[src/rtl/jtpang_pkg.sv]
// Shared types and constants for the object-table DMA engine.
package jtpang_pkg;

  typedef enum logic [2:0] {
    StIdle,
    StReq,
    StCopy,
    StFlush,
    StRel
  } dma_st_e;

  localparam int unsigned OBJ_STRIDE = 4;
  localparam int unsigned OBJ_BYTES  = 128 * OBJ_STRIDE;

endpackage

[src/rtl/jtpang_objdma.sv]
// Object-table DMA: copies the object table from shared object RAM into the private buffer
// while holding the Z80 off the bus. Define JTPANG_OBJDMA_VBL_EN to defer starts until vblank.
module jtpang_objdma
  import jtpang_pkg::*;
#(
  parameter int unsigned LW       = $clog2(OBJ_BYTES),
  parameter logic [11:0] SRC_BASE = 12'h000,
  parameter int unsigned RD_LAT   = 1
) (
  input  logic          clk,
  input  logic          rst,
  input  logic          cen,
  input  logic          dma_go,
  input  logic          LVBL,
  input  logic          busak_n,
  output logic          busrq_n,
  output logic [11:0]   src_addr,
  output logic          src_cs,
  input  logic [7:0]    src_dout,
  output logic [LW-1:0] buf_addr,
  output logic [7:0]    buf_din,
  output logic          buf_we,
  output logic          busy
);

  dma_st_e           state_q, state_d;
  logic              go_l_q;
  logic              busy_q, busy_d;
  logic              pending_q, pending_d;
  logic [LW:0]       rd_cnt_q, rd_cnt_d;
  logic [LW:0]       wr_cnt_q, wr_cnt_d;
  logic [RD_LAT-1:0] vld_q, vld_d;
  logic              buf_we_q, buf_we_d;
  logic [LW-1:0]     buf_addr_q, buf_addr_d;
  logic [7:0]        buf_din_q, buf_din_d;

  logic start, accept, vbl_ok, wr_fire;

  assign start  = dma_go & ~go_l_q;
  assign accept = start & ~busy_q;

`ifdef JTPANG_OBJDMA_VBL_EN
  assign vbl_ok = ~LVBL;
`else
  logic lvbl_unused;
  assign lvbl_unused = LVBL;
  assign vbl_ok      = 1'b1;
`endif

  always_ff @(posedge clk or posedge rst) begin
    if (rst) begin
      state_q    <= StIdle;
      go_l_q     <= 1'b0;
      busy_q     <= 1'b0;
      pending_q  <= 1'b0;
      rd_cnt_q   <= '0;
      wr_cnt_q   <= '0;
      vld_q      <= '0;
      buf_we_q   <= 1'b0;
      buf_addr_q <= '0;
      buf_din_q  <= '0;
    end else begin
      state_q    <= state_d;
      go_l_q     <= dma_go;
      busy_q     <= busy_d;
      pending_q  <= pending_d;
      rd_cnt_q   <= rd_cnt_d;
      wr_cnt_q   <= wr_cnt_d;
      vld_q      <= vld_d;
      buf_we_q   <= buf_we_d;
      buf_addr_q <= buf_addr_d;
      buf_din_q  <= buf_din_d;
    end
  end

  // Starts are latched on any clk so a strobe between cens is never lost.
  always_comb begin
    state_d   = state_q;
    busy_d    = busy_q | accept;
    pending_d = pending_q | accept;
    rd_cnt_d  = rd_cnt_q;
    wr_cnt_d  = wr_cnt_q;
    vld_d     = vld_q;
    wr_fire   = 1'b0;
    if (cen) begin
      unique case (state_q)
        StIdle: begin
          if ((pending_q | accept) && vbl_ok) begin
            state_d   = StReq;
            pending_d = 1'b0;
          end
        end
        StReq: begin
          if (!busak_n) begin
            state_d  = StCopy;
            rd_cnt_d = '0;
            wr_cnt_d = '0;
            vld_d    = '0;
          end
        end
        StCopy, StFlush: begin
          if (busak_n) begin
            // Bus lost mid-copy: drop everything in flight.
            state_d = StRel;
            vld_d   = '0;
          end else begin
            vld_d = (vld_q << 1) | RD_LAT'(state_q == StCopy);
            if (state_q == StCopy) begin
              rd_cnt_d = rd_cnt_q + 1'b1;
              if (rd_cnt_d[LW]) state_d = StFlush;
            end
            if (vld_q[RD_LAT-1]) begin
              wr_fire  = 1'b1;
              wr_cnt_d = wr_cnt_q + 1'b1;
              if (wr_cnt_d[LW]) state_d = StRel;
            end
          end
        end
        StRel: begin
          if (busak_n) begin
            state_d = StIdle;
            busy_d  = 1'b0;
          end
        end
        default: state_d = StIdle;
      endcase
    end
  end

  always_comb begin
    buf_we_d   = wr_fire;
    buf_addr_d = wr_fire ? wr_cnt_q[LW-1:0] : buf_addr_q;
    buf_din_d  = wr_fire ? src_dout : buf_din_q;
  end

  always_comb begin
    busrq_n  = !(state_q inside {StReq, StCopy, StFlush});
    src_cs   = (state_q == StCopy);
    src_addr = SRC_BASE + 12'(rd_cnt_q[LW-1:0]);
    buf_we   = buf_we_q;
    buf_addr = buf_addr_q;
    buf_din  = buf_din_q;
    busy     = busy_q;
  end

endmodule
[config.mk]
export PLATFORM = sky130hd
export DESIGN_NAME = jtpang_objdma
export DESIGN_NICKNAME = d
export VERILOG_FILES = /design/src/rtl/jtpang_pkg.sv /design/src/rtl/jtpang_objdma.sv
export SDC_FILE = /design/constraint.sdc
export NUM_CORES = 1
export LEC_CHECK = 0
export BUFFER_PORTS_ARGS = -buffer_cell sky130_fd_sc_hd__buf_4
export CAP_MARGIN = 20
export CELL_PAD_IN_SITES_DETAIL_PLACEMENT = 1
export CELL_PAD_IN_SITES_GLOBAL_PLACEMENT = 2
export CORE_ASPECT_RATIO = 1.1
export CORE_MARGIN = 1.5
export CORE_UTILIZATION = 37
export DETAILED_ROUTE_END_ITERATION = 8
export GPL_TIMING_DRIVEN = 0
export PLACE_DENSITY_LB_ADDON = 0.3
export SLEW_MARGIN = 10
export SYNTH_ARGS = -nofsm -noshare
export SYNTH_HDL_FRONTEND = slang
export SYNTH_SLANG_ARGS = --single-unit
[constraint.sdc]
create_clock -name clk -period 4.1 [get_ports clk]
set_clock_uncertainty 0.05 [all_clocks]
set_input_delay 0.41 -clock clk [delete_from_list [all_inputs] [get_ports clk]]
set_output_delay 0.41 -clock clk [all_outputs]
set_load 0.01 [all_outputs]
==> results.txt <==
routed len/inst: 14.5 um
PortBufs: 41
Vias: 1818
crit path launch type: flop
number of placed I/O pins: 47
TritonCTS Buffers: 5
cell-by-cell listing of the critical path: buf_6 > or3b_1 > buf_2 > nor2_1 > or2_2
residual antenna-violating net count after detailed routing: 0
type of the setup path with the least slack: reg -> reg
TritonCTS clock tree: built
final slew viol count: 0
area share of the largest cell type after synthesis: 48.2%
top_reg_cell synth: dfrtp_1
slowest cell on the critical path: nor2_1
library cell with the largest summed area after synthesis: dfrtp_1
post-CTS setup-driven buffer insertion count: 0
sink count of the clock tree: 45
y dimension of the die: 86.3 um
clock transition at the register clock pins on the worst setup and hold paths after CTS: 0.08 ns
total global-route track usage: 17.2%
number of filler cells placed in the layout: 697
cell count after synthesis: 231
post-route total power: 1.50 mW
clock latency reported for the late side of the worst-skew pair: 0.29 ns
Worst Setup End Kind: flop
number of hold violations in the final report: 0
Final Hold Slack: 0.0297 ns
Post-synth ARST share: 100%
H-tree levels: 2
Worst VDD drop: 255 uV
post-layout utilization of the core: 47.2%
starting utilization of the core area: 38.2%
Final Routed Wirelength: 5.28 mm
warning count from the yosys run: 0
EDFF count, synth: 0
share of final-layout standard cells stronger than drive strength 1: 33.9%
final design area excluding fillers: 2890 um^2
remaining design rule violation count: 0
sequential area share after synthesis: 48.2%
Cells after DPL: 355
Cell Area, Synth: 2330 um^2
Cell Count, Final, Fillers Out: 363
number of failing setup endpoints in the final timing report: 0
hold buffer count at cts: 0
total gr overflow: 0
max-cap violations: 0
outcome: finished clean
final worst path period share: 50.1%
CTS max path bufs: 2
setup repair after global routing missed its margin: false
CTS Root Buffer Type: clkbuf_8
number of diodes added for antenna fixing: 0
Final TNS setup: 0 ns
global-route wire length before repair: 9.18 mm
via count normalized by instance count: 5.01
initial antenna violation count: 0
placed cell areas: 2770 um^2
largest net degree at the start of global routing: 33
vias in the first global route: 1939
number of detailed-route iterations in the first pass: 3
weighted congestion at the end of routability-driven global placement: 0.755
Chip Width: 78.7 um
post-cts resize count: 0
post-synthesis average cell area: 10.1 um^2
standard-cell rows: 30
Die ar.: 6800 um^2
actual transition at the worst max-transition pin: 0.798 ns
Worst Path Arrival: 2.24 ns
Power Density: 519 nW/um^2
data required time of the worst path: 4.28 ns
core footprint: 6120 um^2
area growth from synthesis to final layout: 23.6%
layout net count: 298
Slowest Stage Delay on Critical Path: 0.64 ns
main area contributors after synthesis: dfrtp_1 48%, mux2_2 8.7%, buf_4 4.5%
Slew Limit Headroom: 46.6%
worst setup slack after placement: 1.98 ns
post-layout min period: 2.05 ns
smallest setup slack after layout: 2.05 ns
count of unique library cells instantiated by Yosys: 45
Achievable Freq: 0.487 GHz
dpl hpwl: 3.82 mm
DR iter-0 viols: 52
worst-path maximum fanout: 10
Hold WC Path Type: in -> async
leakage power: 1.37 nW
register bit total from synthesis: 45
==> registers in the layout, summed over array words and instances, names as in the netlist <==
register and cells:
pending_q 1, busy 1, vld_q 1, state_q 3, buf_din 8, buf_we 1
buf_addr 9, go_l_q 1, wr_cnt_q 10, rd_cnt_q 10
==> worst paths after layout <==
kind	to	start	slack [ns]	cells after the start
worst max-delay path	state_q[1]$_DFFE_PP0P_	state_q[2]$_DFFE_PP0P_	2.05	5
worst max register to register	state_q[1]$_DFFE_PP0P_	state_q[2]$_DFFE_PP0P_	2.05	5
worst min register to register	buf_din[7]$_DFFE_PP0P_	buf_din[7]$_DFFE_PP0P_	0.47	1
worst min-delay path	state_q[2]$_DFFE_PP0P_	rst	0.03	2
min in group clk	go_l_q$_DFF_PP0_	dma_go	0.19	1
max in group asynchronous	wr_cnt_q[8]$_DFFE_PP0P_	rst	3.49	3
==> cell usage in the layout, fill, tap and decap left out, types with 3 or more instances in the layout <==
| cell type | synthesis | routed |
|---|---|---|
| a21oi_1 | 16 | 16 |
| and4_4 | 3 | 3 |
| buf_2 | 3 | 3 |
| buf_4 | 14 | 55 |
| clkbuf_1 | 3 | 4 |
| clkbuf_8 | 0 | 6 |
| conb_1 | 1 | 3 |
| dfrtp_1 | 45 | 45 |
| inv_1 | 8 | 7 |
| mux2_2 | 18 | 18 |
| nand2_1 | 21 | 21 |
| nand2b_1 | 3 | 3 |
| nand3_1 | 5 | 5 |
| nand4_1 | 5 | 5 |
| nor2_1 | 19 | 19 |
| nor2b_1 | 3 | 3 |
| nor3_1 | 5 | 5 |
| o21ai_0 | 17 | 17 |
| or3_1 | 3 | 3 |
| xnor2_1 | 3 | 3 |
| xor2_1 | 5 | 5 |
==> worst max-delay path, delay by kind of cell (launching register included) <==
kind | cells | cell delay (ns)
and+or+nand+nor | 3 | 1.25
buffers and inverters | 2 | 0.32
DFF | 1 | 0.38
==> logic make-up (layout without fill, tap and decap cells) <==
kind of cell | after synthesis | count (layout) | share of synthesized area [%]
other | 1 | 3 | 0.161
AOI/OAI and AO/OA | 47 | 47 | 12.4
adders and majority gates | 2 | 2 | 1.07
buffers and inverters | 29 | 79 | 7.40
DFF | 45 | 45 | 48.2
muxes | 19 | 19 | 9.11
xor gates and xnor gates | 8 | 8 | 3.00
and+or+nand+nor | 80 | 80 | 18.6
==> cell usage after synthesis, drive strengths merged, types with 2 or more instances <==
library cell	n
mux2	18
and2	2
and4	4
o31ai	2
xnor2	3
xor2	5
or3	3
clkbuf	3
nor2b	3
dfrtp	45
nor2	19
a21oi	16
and3	3
buf	18
nand3	5
inv	8
nand2	21
nand2b	3
ha	2
o21ai	17
a211oi	3
or2	2
nand4	5
nor3b	2
nor3	5
a21boi	2
==> layout make-up <==
cell class / instances / area, um^2 / area share, %
sequential: 45 / 1130 / 39.0
multi-input combinational: 159 / 1040 / 36.2
timing repair buffer: 42 / 328 / 11.4
buffer: 21 / 143 / 4.94
tap: 80 / 100 / 3.47
clock buffer: 7 / 86.3 / 2.99
clock inverter: 1 / 30.0 / 1.04
inverter: 8 / 30.0 / 1.04
==> layer usage <==
layer	vias to the layer above	global-route usage, %	share of wire [%]
met2	32	32.0	52
met4	0	4.55	1.1
met1	888	20.2	44
met5	-	0	0
li1	892	-	-
met3	6	3.16	3.4
==> power breakdown <==
group / switching (mW) / internal (mW) / leakage (nW)
Combinational: 0.275 / 0.259 / 0.711
Sequential: 0.0865 / 0.531 / 0.598
Clock: 0.149 / 0.199 / 0.0585
(Power assumes the default switching activity.)
